**src/rtl/tiny_proc_demo_pkg.sv**
```systemverilog
// rtl/tiny_proc_demo_pkg.sv - shared types and 7-segment table for the tiny processor demo
package tiny_proc_demo_pkg;

  typedef enum logic [3:0] {
    ST_IDLE,
    ST_WAIT_DONE,
    ST_SEL_HI,
    ST_SETTLE_HI,
    ST_SAMPLE_HI,
    ST_SEL_LO,
    ST_SETTLE_LO,
    ST_SAMPLE_LO,
    ST_EMIT,
    ST_FINISH
  } dump_state_e;

  localparam int DEF_SETTLE = 4;

  // Index is the hex digit, value is the active-high pattern (bit0=a .. bit6=g).
  localparam logic [15:0][6:0] SEG_CODE = {
    7'h71, 7'h79, 7'h5E, 7'h39, 7'h7C, 7'h77, 7'h6F, 7'h7F,
    7'h07, 7'h7D, 7'h6D, 7'h66, 7'h4F, 7'h5B, 7'h06, 7'h3F
  };

endpackage

```
**src/rtl/seg7_decode.sv**
```systemverilog
// rtl/seg7_decode.sv - combinational 7-segment pattern to hex nibble decoder
module seg7_decode
  import tiny_proc_demo_pkg::*;
(
  input  logic [6:0] seg,
  output logic [3:0] nibble,
  output logic       valid
);

  // Unknown patterns fall through as nibble 0 with valid low.
  always_comb begin
    nibble = 4'h0;
    valid  = 1'b0;
    for (int i = 0; i < 16; i++) begin
      if (seg == SEG_CODE[i]) begin
        nibble = 4'(i);
        valid  = 1'b1;
      end
    end
  end

endmodule

```
**src/rtl/mem_dump_sequencer.sv**
```systemverilog
// rtl/mem_dump_sequencer.sv - walks the processor display selects and streams recovered memory bytes
module mem_dump_sequencer
  import tiny_proc_demo_pkg::*;
#(
  parameter int ADDR_W        = 4,
  parameter int SETTLE_CYCLES = DEF_SETTLE
) (
  input  logic              clk,
  input  logic              rst_n,
  input  logic              start_i,
  input  logic              done_i,
  input  logic [6:0]        seg_i,
  output logic              display_on_o,
  output logic              lsb_sel_o,
  output logic [ADDR_W-1:0] addr_o,
  output logic              byte_valid_o,
  input  logic              byte_ready_i,
  output logic [ADDR_W-1:0] byte_addr_o,
  output logic [7:0]        byte_data_o,
  output logic              busy_o,
  output logic              err_o
);

  localparam int                CNT_W       = (SETTLE_CYCLES > 1) ? $clog2(SETTLE_CYCLES) : 1;
  localparam logic [CNT_W-1:0]  SETTLE_LOAD = CNT_W'(SETTLE_CYCLES - 1);
  localparam logic [ADDR_W-1:0] LAST_ADDR   = '1;

  dump_state_e       state, state_nx;
  logic [CNT_W-1:0]  cnt;
  logic [ADDR_W-1:0] addr;
  logic [3:0]        hi, lo;
  logic              err;
  logic [3:0]        dec_nibble;
  logic              dec_valid;

  seg7_decode u_decode (
    .seg    (seg_i),
    .nibble (dec_nibble),
    .valid  (dec_valid)
  );

  always_ff @(posedge clk or negedge rst_n) begin
    if (!rst_n) state <= ST_IDLE;
    else        state <= state_nx;
  end

  always_comb begin
    state_nx = state;
    case (state)
      ST_IDLE:      if (start_i) state_nx = ST_WAIT_DONE;
      ST_WAIT_DONE: if (done_i) state_nx = ST_SEL_HI;
      ST_SEL_HI:    state_nx = ST_SETTLE_HI;
      ST_SETTLE_HI: if (cnt == '0) state_nx = ST_SAMPLE_HI;
      ST_SAMPLE_HI: state_nx = ST_SEL_LO;
      ST_SEL_LO:    state_nx = ST_SETTLE_LO;
      ST_SETTLE_LO: if (cnt == '0) state_nx = ST_SAMPLE_LO;
      ST_SAMPLE_LO: state_nx = ST_EMIT;
      ST_EMIT: begin
        if (byte_ready_i) state_nx = (addr == LAST_ADDR) ? ST_FINISH : ST_SEL_HI;
      end
      ST_FINISH:    state_nx = ST_IDLE;
      default:      state_nx = ST_IDLE;
    endcase
  end

  // The address never wraps: the last accepted byte leaves addr at LAST_ADDR.
  always_ff @(posedge clk or negedge rst_n) begin
    if (!rst_n) begin
      cnt  <= '0;
      addr <= '0;
      hi   <= 4'h0;
      lo   <= 4'h0;
      err  <= 1'b0;
    end else begin
      case (state)
        ST_IDLE: begin
          if (start_i) begin
            addr <= '0;
            err  <= 1'b0;
          end
        end
        ST_SEL_HI, ST_SEL_LO:       cnt <= SETTLE_LOAD;
        ST_SETTLE_HI, ST_SETTLE_LO: if (cnt != '0) cnt <= cnt - CNT_W'(1);
        ST_SAMPLE_HI: begin
          hi <= dec_nibble;
          if (!dec_valid) err <= 1'b1;
        end
        ST_SAMPLE_LO: begin
          lo <= dec_nibble;
          if (!dec_valid) err <= 1'b1;
        end
        ST_EMIT: begin
          if (byte_ready_i && addr != LAST_ADDR) addr <= addr + ADDR_W'(1);
        end
        default: ;
      endcase
    end
  end

  // Selects are pure functions of state, so they move only when the state changes.
  assign display_on_o = state inside {ST_SEL_HI, ST_SETTLE_HI, ST_SAMPLE_HI, ST_SEL_LO,
                                      ST_SETTLE_LO, ST_SAMPLE_LO, ST_EMIT};
  assign lsb_sel_o    = state inside {ST_SEL_LO, ST_SETTLE_LO, ST_SAMPLE_LO, ST_EMIT};
  assign addr_o       = display_on_o ? addr : '0;
  assign byte_valid_o = (state == ST_EMIT);
  assign byte_addr_o  = addr;
  assign byte_data_o  = {hi, lo};
  assign busy_o       = (state != ST_IDLE);
  assign err_o        = err;

endmodule

```
**config.mk**
```make
export PLATFORM = sky130hd
export DESIGN_NAME = mem_dump_sequencer
export DESIGN_NICKNAME = d
export VERILOG_FILES = /design/src/rtl/tiny_proc_demo_pkg.sv /design/src/rtl/seg7_decode.sv /design/src/rtl/mem_dump_sequencer.sv
export SDC_FILE = /design/constraint.sdc
export NUM_CORES = 1
export LEC_CHECK = 0
export CAP_MARGIN = 20
export CELL_PAD_IN_SITES_DETAIL_PLACEMENT = 0
export CELL_PAD_IN_SITES_GLOBAL_PLACEMENT = 2
export CORE_MARGIN = 1.5
export CORE_UTILIZATION = 30
export CTS_BUF_LIST = sky130_fd_sc_hd__clkbuf_8 sky130_fd_sc_hd__clkbuf_16
export DETAILED_ROUTE_END_ITERATION = 16
export PLACE_DENSITY_LB_ADDON = 0.3
export SYNTH_ARGS = -nofsm -noshare
export SYNTH_HDL_FRONTEND = slang
export SYNTH_SLANG_ARGS = --single-unit
```
**constraint.sdc**
```tcl
create_clock -name clk -period 4.5 [get_ports clk]
set_clock_uncertainty 0.15 [all_clocks]
set_input_delay 0.675 -clock clk [delete_from_list [all_inputs] [get_ports clk]]
set_output_delay 0.675 -clock clk [all_outputs]
set_load 0.01 [all_outputs]
```
==> results of run 1 <==
==> per-layer routing <==
layer | routed length [um] | part of all wire
met5 | 0 | 0
met4 | 55 | 0.014
met3 | 104 | 0.027
met2 | 1820 | 0.48
met1 | 1830 | 0.48
==> through the flow <==
| stage | std cells | hold slack, ps | area (um^2) |
|---|---|---|---|
| after detailed placement | 256 | 327 | 1730 |
| after global placement | 256 | 316 | 1730 |
| final | 260 | 340 | 1780 |
| after global routing | 260 | 379 | 1780 |
| after CTS | 260 | 345 | 1780 |
| after floorplan | 184 | 229 | 1420 |
==> area by class of cell <==
class / instances / share of cell area
Sequential cell: 19 / 0.267
Clock inverter: 1 / 0.00281
Timing Repair Buffer: 32 / 0.180
Tap cell: 52 / 0.0366
Inverter: 10 / 0.0211
Clock buffer: 3 / 0.0232
Multi-Input combinational cell: 143 / 0.469
==> worst register-to-register path: stages, from the launching register on <==
cell	delay, ps
dfrtp_1	580
inv_2	140
nor2_1	230
nand3_1	330
o31ai_1	340
==> logic make-up after synthesis <==
| logic type | count (synthesis) | synth area share |
|---|---|---|
| buffers and inverters | 22 | 0.0792 |
| AO/OA/AOI/OAI | 58 | 0.267 |
| AND/OR/NAND/NOR | 79 | 0.275 |
| adder cells (fa/ha/maj) | 2 | 0.0176 |
| multiplexers | 2 | 0.0141 |
| flip-flops | 19 | 0.334 |
| XOR/XNOR | 2 | 0.0123 |
==> worst min path at each step <==
| stage | startpoint | endpoint | cells past startpoint |
|---|---|---|---|
| after CTS | hi[0]$_DFFE_PN0P_ | hi[0]$_DFFE_PN0P_ | 2 |
| after global routing | lo[0]$_DFFE_PN0P_ | lo[0]$_DFFE_PN0P_ | 2 |
| final | hi[0]$_DFFE_PN0P_ | hi[0]$_DFFE_PN0P_ | 2 |
| after floorplan | rst_n | byte_addr_o[0]$_DFFE_PN0P_ | 0 |
| after detailed placement | hi[0]$_DFFE_PN0P_ | hi[0]$_DFFE_PN0P_ | 2 |
| after global placement | hi[0]$_DFFE_PN0P_ | hi[0]$_DFFE_PN0P_ | 2 |
==> synthesized netlist by cell type, types with 4 or more instances <==
library cell	n
nor3_1	7
a21oi_1	12
o21ai_0	10
buf_4	7
and2_1	4
nand4_1	4
nand2b_1	6
dfrtp_1	19
nor2_1	16
nand2_1	25
nand3_1	4
inv_1	7
o21ai_1	12
==> cells in the final DEF (no fill, tap or decap), types with 4 or more instances in the layout <==
cell,instances
o21ai_0,10
inv_1,7
o21ai_1,12
dfrtp_1,19
nand2_1,25
and2_1,4
clkdlybuf4s50_1,32
nor2_1,16
nor3_1,7
nand3_1,4
nand4_1,4
nand2b_1,6
a21oi_1,12
==> registers in the layout, indices dropped and copies added (netlist names) <==
signal / flops
byte_addr_o: 4
cnt: 2
err_o: 1
hi: 4
lo: 4
state: 4
==> power by group through the flow <==
| stage | registers [mW] | logic, mW | clock network, mW |
|---|---|---|---|
| finish | 0.322 | 0.438 | 0.120 |
| global route | 0.341 | 0.488 | 0.133 |
| CTS | 0.323 | 0.444 | 0.124 |
| detailed placement | 0.327 | 0.442 | 0 |
| global placement | 0.319 | 0.436 | 0 |
| floorplan | 0.299 | 0.278 | 0 |
==> results.toml, run 1 <==
[global_route]
grt_max_degree = 20
busiest_layer = "met2"
grt_overflow_total = 0
grtUsageMet3 = 0.0183
grt_pass1_vias = 1296
grt_usage = 0.158
grt_use_met2 = 0.247
grt_antenna_before_repair = 0
grt_pass1_wl_mm = 6.53
met1_usage = 0.226

[setup_path]
endpoint = "addr_o[3]"
worst-path-stages = 5
critPathMaxStageDelay_ps = 560
arrival_ps = 2310
cp_num_buf_inv = 1
end_kind = "output pin"
r2r_slack_ps = 2640
crit_required_ps = 3670
r2r_end = "lo[0]$_DFFE_PN0P_"
crit_path_cell_trace = "nor3_2 -> nand2_1 -> o21ai_1 -> and2_1 -> clkdlybuf4s50_1"
crit_path_start = "state[0]$_DFFE_PN0P_"
cp_slowest_cell = "dfrtp_1"
cpLargestDelayFamily = "simple AND/OR/NAND/NOR gates"
path_class = "register to output pin"
r2r_cells = 4
worst-path-max-fanout = 16
cp-start-kind = "register"
r2r_start = "state[2]$_DFFE_PN0P_"

[outcome]
status = "completed"

[logic_synthesis]
netlist_instances = 184
yosys_most_used_dff = "dfrtp_1"
ys_types = 45
async_flop_share = 1.00
netlist_area_um2 = 1420
synth_nets = 198
synthTopCellsByArea = "dfrtp_1 33%, nand2_1 6.6%, a21oi_1 4.2%"
yosysTopAreaCell = "dfrtp_1"
seq_area_frac_synth = 0.334
synth_seq_cells = 19
ys_warn_count = 0
yosysTopAreaCellShare = 0.334
syn_area_per_cell_um2 = 7.73
synth_edf_count = 0

[run]
drv_cap = 0

[place]
dp_hpwl_mm = 2.86
post-place-ws_ps = 1650
io_buffers = 32
gp_congestion = 0.823

[timing]
post-route-period-util = 0.698
setup_viol = 0
hold_viol = 0
finalSetupTns_ps = 0
final_max_slew_viol_count = 0
period_needed_ps = 3140
rsz0062_at_grt = "false"
max_slew.worst_pin.slew_ps = 925
fmax_mhz = 319
layout_setup_ws_ps = 1360
relSlewSlack = 0.381

[drt]
viasPerCell = 5.52
dr.pass1.iters = 4
drtIter0Drc = 107
antenna_left = 0
post_drt_wl_per_cell_um = 14.7
vias = 1436
drt_wl_total_mm = 3.81
drc = 0

[finish]
postLayoutCoreUtil = 0.400
multi_input_area_um2 = 835
antenna_cells = 0
seq_area_um2 = 475
finalNetCount = 223
drive_above_1_share = 0.0673
area_delta_synth_final_pct = 25.1
fill_cells = 470

[power_and_ir_drop]
p_clk_frac = 0.137
p_sw_mw = 0.365
total_leakage_power_nw = 0.729
combPwrFrac = 0.498
power.internal_mw = 0.516
finalPower_mw = 0.881
p_sw_frac = 0.414
powerDensity_nw_per_um2 = 495
ir_drop_mv = 0.114
power_frac_seq = 0.365

[cts]
cts-resized-gates = 0
cts_tree = "done"
root_buffer = "clkbuf_8"
clock_path_buffers = 2
hold_buffers = 0
cts_buffers = 3
clock_latency_ps = 250
clock-sinks = 19
path_clk_slew_ps = 80
post_cts_buffers = 0
htreeDepth = 1

[floorplanning]
rows = 24
start_util = 0.320
ios = 33
die_area_um2 = 5160
coreArea_um2 = 4440
dieHeight_um = 71.9
die_w_um = 71.9

[hold_path]
hp-class = "register to register"
Power figures use the tool's default switching activity.
==> inputs of run 2 (changes only) <==
Settings changed: CORE_UTILIZATION 30 to 28.
Clock period 4.5 ns to 2.9 ns, I/O delays scaled along.
==> run 2 against run 1 <==
Net effect: sequential share of layout area shrank 0.75 points; combinational power grew 74%; first-iteration DRC count shrank 0.93%; flip-flop and latch count is the same; register-to-register slack lost 1500 ps; worst hold slack lost 6.9 ps; design area grew 3.2%; critical path depth is the same; core utilization shrank 1.9 points; global-route usage shrank 1.2 points; critical endpoint unchanged.
==> results.toml, run 2 (synthesized netlist as in run 1, its figures left out) <==
[timing]
period_needed_ps = 2730
setup_viol = 0
layout_setup_ws_ps = 166
final_max_slew_viol_count = 0
max_slew.worst_pin.slew_ps = 953
post-route-period-util = 0.943
finalSetupTns_ps = 0
fmax_mhz = 366
rsz0062_at_grt = "false"
hold_viol = 0
relSlewSlack = 0.363

[setup_path]
crit_required_ps = 2320
worst-path-max-fanout = 11
arrival_ps = 2150
end_kind = "output pin"
path_class = "register to output pin"
cp-start-kind = "register"

[global_route]
grt_use_met2 = 0.229
met1_usage = 0.208
grt_antenna_before_repair = 0
grt_usage = 0.146
busiest_layer = "met2"
grt_overflow_total = 0
grt_pass1_wl_mm = 6.35
grtUsageMet3 = 0.0136
grt_pass1_vias = 1334
grt_max_degree = 20

[run]
drv_cap = 0

[cts]
clock_path_buffers = 2
root_buffer = "clkbuf_8"
clock-sinks = 19
clock_latency_ps = 250
hold_buffers = 0
cts_buffers = 3
htreeDepth = 1
path_clk_slew_ps = 80
cts_tree = "done"

[finish]
layout_common_cells = "32 x clkdlybuf4s50_1, 25 x nand2_1, 18 x dfrtp_1"
fill_cells = 538
antenna_cells = 0
drive_above_1_share = 0.0896
final_common_cell = "clkdlybuf4s50_1"
area_delta_synth_final_pct = 29.0
finalNetCount = 227

[place]
post-place-ws_ps = 303
gp_congestion = 0.864
dp_hpwl_mm = 2.92
io_buffers = 32

[drt]
drc = 0
antenna_left = 0
drtIter0Drc = 106
post_drt_wl_per_cell_um = 13.5
vias = 1446
viasPerCell = 5.18
drt_wl_total_mm = 3.78
dr.pass1.iters = 4

[floorplanning]
coreArea_um2 = 4820
dieHeight_um = 74.3
rows = 25
die_area_um2 = 5520
ios = 33
start_util = 0.295
die_w_um = 74.3

[power_and_ir_drop]
total_leakage_power_nw = 0.747
powerDensity_nw_per_um2 = 763
ir_drop_mv = 0.235

[hold_path]
hp-class = "register to register"

[outcome]
status = "completed"
run 2: power by group:
group          internal [mW]  total, mW  switching, mW
registers              0.366      0.456         0.0892
clock network         0.0954      0.185         0.0898
logic                  0.366      0.760          0.394
total                  0.828       1.40          0.573
run 2: path summary, 6_finish.rpt:
check / from / endpoint / slack [ps] / depth (start not counted)
max: state[2]$_DFFE_PN0P_ / addr_o[3] / 170 / 5
min: lo[0]$_DFFE_PN0P_ / lo[0]$_DFFE_PN0P_ / 330 / 2
max reg2reg: byte_addr_o[0]$_DFFE_PN0P_ / byte_addr_o[3]$_DFFE_PN0P_ / 1120 / 5
min reg2reg: lo[0]$_DFFE_PN0P_ / lo[0]$_DFFE_PN0P_ / 330 / 2
max in group asynchronous: rst_n / state[2]$_DFFE_PN0P_ / 1400 / 1
min in group asynchronous: rst_n / state[0]$_DFFE_PN0P_ / 560 / 1
run 2: worst max-delay path, stage by stage, from the launching register on:
cell and delay [ps]:
dfrtp_2 500, nor3_4 310, nand2_1 180, o21ai_1 200, and2_1 170, clkdlybuf4s50_1 540
run 2: per-stage QoR:
| stage | utilization | power, mW | std cells | hold WS [ps] | cell area [um^2] |
|---|---|---|---|---|---|
| 6_report | 0.381 | 1.40 | 279 | 334 | 1840 |
| 5_1_grt | 0.381 | 1.52 | 279 | 375 | 1840 |
| 4_1_cts | 0.379 | 1.40 | 279 | 341 | 1830 |
| 3_5_place_dp | 0.370 | 1.21 | 275 | 324 | 1780 |
| 3_3_place_gp | 0.370 | 1.21 | 275 | 315 | 1780 |
| 2_1_floorplan | - | 0.897 | 184 | -10.6 | 1420 |
run 2: what timing repair did:
| item | 4_1_cts | 5_1_grt |
|---|---|---|
| setup buffers | 0 | 0 |
| gates resized for setup | 0 | 2 |
| setup endpoints to repair | 0 | 5 |
run 2: area by class of cell:
type,instances,area (um^2),share of cell area
well taps,67,83.8,0.0457
inverters,10,37.5,0.0204
multi-input cells,143,841,0.458
clock inverters,1,5.00,0.00273
flip-flops and latches,19,477,0.260
repair buffers,36,350,0.191
clock buffers,3,41.3,0.0225
run 2: layer usage:
layer	up-vias	share of wire
met5	-	0
met4	0	0.012
met3	5	0.038
met2	41	0.48
met1	676	0.47
li1	724	-
==> inputs of run 3 (changes only) <==
Settings changed: CAP_MARGIN 20 to 40.
==> run 3 against run 2 <==
Net effect: die area unchanged; clock power about the same; largest cell class unchanged; via count increased by 1.5%; final cell count increased by 0.36%; total power increased by 0.26%.
==> results.toml, run 3 (synthesized netlist as in run 1, its figures left out) <==
[outcome]
status = "completed"

[global_route]
busiest_layer = "met2"
grt_antenna_before_repair = 0
grt_overflow_total = 0
grtUsageMet3 = 0.0136
met1_usage = 0.202
grt_pass1_vias = 1366
grt_max_degree = 16
grt_use_met2 = 0.242
grt_usage = 0.146
grt_pass1_wl_mm = 6.40

[place]
io_buffers = 32
placed_cells = 276
post-place-ws_ps = 316
gp_congestion = 0.864
dp_hpwl_mm = 2.95

[finish]
antenna_cells = 0
area_delta_synth_final_pct = 30.0
final_common_cell = "clkdlybuf4s50_1"
drive_above_1_share = 0.0892
finalNetCount = 228
fin_cells = 280
layout_common_cells = "32 x clkdlybuf4s50_1, 25 x nand2_1, 19 x dfrtp_1"

[cts]
root_buffer = "clkbuf_8"
cts_buffers = 3
cts_tree = "done"
hold_buffers = 0
post_cts_buffers = 0
path_clk_slew_ps = 80
clock_latency_ps = 250
clock-sinks = 19
htreeDepth = 1
clock_path_buffers = 2

[timing]
finalSetupTns_ps = 0
post-route-period-util = 0.944
setup_viol = 0
hold_viol = 0
relSlewSlack = 0.701
fmax_mhz = 365
layout_setup_ws_ps = 161
period_needed_ps = 2740
rsz0062_at_grt = "false"
final_max_slew_viol_count = 0
max_slew.worst_pin.slew_ps = 443

[drt]
vias = 1468
post_drt_wl_per_cell_um = 13.5
drc = 0
antenna_left = 0
dr.pass1.iters = 4
drt_wl_total_mm = 3.77
drtIter0Drc = 81
viasPerCell = 5.24

[power_and_ir_drop]
total_leakage_power_nw = 0.757
p_clk_frac = 0.133
power_frac_seq = 0.322
combPwrFrac = 0.545
finalPower_mw = 1.40
powerDensity_nw_per_um2 = 760
ir_drop_mv = 0.233
p_sw_mw = 0.575
power.internal_mw = 0.830
p_sw_frac = 0.409

[floorplanning]
die_w_um = 74.3
start_util = 0.295
rows = 25
die_area_um2 = 5520
ios = 33
dieHeight_um = 74.3
coreArea_um2 = 4820

[setup_path]
critPathMaxStageDelay_ps = 540
path_class = "register to output pin"
crit_required_ps = 2320
cp_slowest_cell = "clkdlybuf4s50_1"
worst-path-max-fanout = 11
arrival_ps = 2150
cp-start-kind = "register"
crit_path_cell_trace = "nor3_4 -> nand2_1 -> o21ai_1 -> and2_1 -> clkdlybuf4s50_1"
end_kind = "output pin"

[run]
drv_cap = 0

[hold_path]
hp-class = "input pin to asynchronous set/reset pin"
[run 3: changes by cell type in the layout (fill, tap and decap cells not counted), sizes merged]
cell  before  now
buf        4    5
[run 3: metrics by stage]
stage	utilization	area (um^2)	hold WS, ps
floorplan	-	1420	-10.6
global placement	0.370	1780	315
detailed placement	0.373	1800	324
CTS	0.383	1840	295
global route	0.384	1850	313
finish	0.384	1850	294
[run 3: path summary, 6_finish.rpt]
check / startpoint / end / slack, ps / cells past startpoint
setup / recovery: state[2]$_DFFE_PN0P_ / addr_o[3] / 160 / 5
hold / removal: rst_n / state[0]$_DFFE_PN0P_ / 290 / 1
setup reg to reg: state[2]$_DFFE_PN0P_ / lo[0]$_DFFE_PN0P_ / 1030 / 4
hold reg to reg: lo[0]$_DFFE_PN0P_ / lo[0]$_DFFE_PN0P_ / 340 / 2
max in group asynchronous: rst_n / byte_addr_o[3]$_DFFE_PN0P_ / 1890 / 2
min in group clk: lo[0]$_DFFE_PN0P_ / lo[0]$_DFFE_PN0P_ / 340 / 2
[run 3: cell type report]
cell class              count  area (um^2)
fillers                   522         2970
multi-input cells         143          841
flip-flops and latches     19          475
repair buffers             37          365
well taps                  67         83.8
clock buffers               3         41.3
inverters                  10         37.5
clock inverters             1         5.00
[run 3: worst max-delay path, delay by kind of cell (launching register included)]
family | cells | cell delay, ps
simple gates | 3 | 620
buf+inv | 1 | 540
compound gates | 1 | 210
flops | 1 | 530
[run 3: power by group through the flow]
stage	combinational [mW]	clock [mW]	sequential [mW]
2_1_floorplan	0.432	0	0.465
5_1_grt	0.861	0.202	0.468
6_report	0.766	0.187	0.453
3_3_place_gp	0.752	0	0.453
3_5_place_dp	0.764	0	0.453
4_1_cts	0.767	0.195	0.447
[run 3: what timing repair did]
item	CTS	global route
resized for setup	0	1
setup endpoints to repair	0	4
endpoints found under the hold margin	0	0
[run 3: layer usage]
| layer | vias up | routed length [um] |
|---|---|---|
| li1 | 725 | - |
| met1 | 690 | 1720 |
| met2 | 51 | 1860 |
| met3 | 2 | 163 |
| met4 | 0 | 31 |
| met5 | - | 0 |
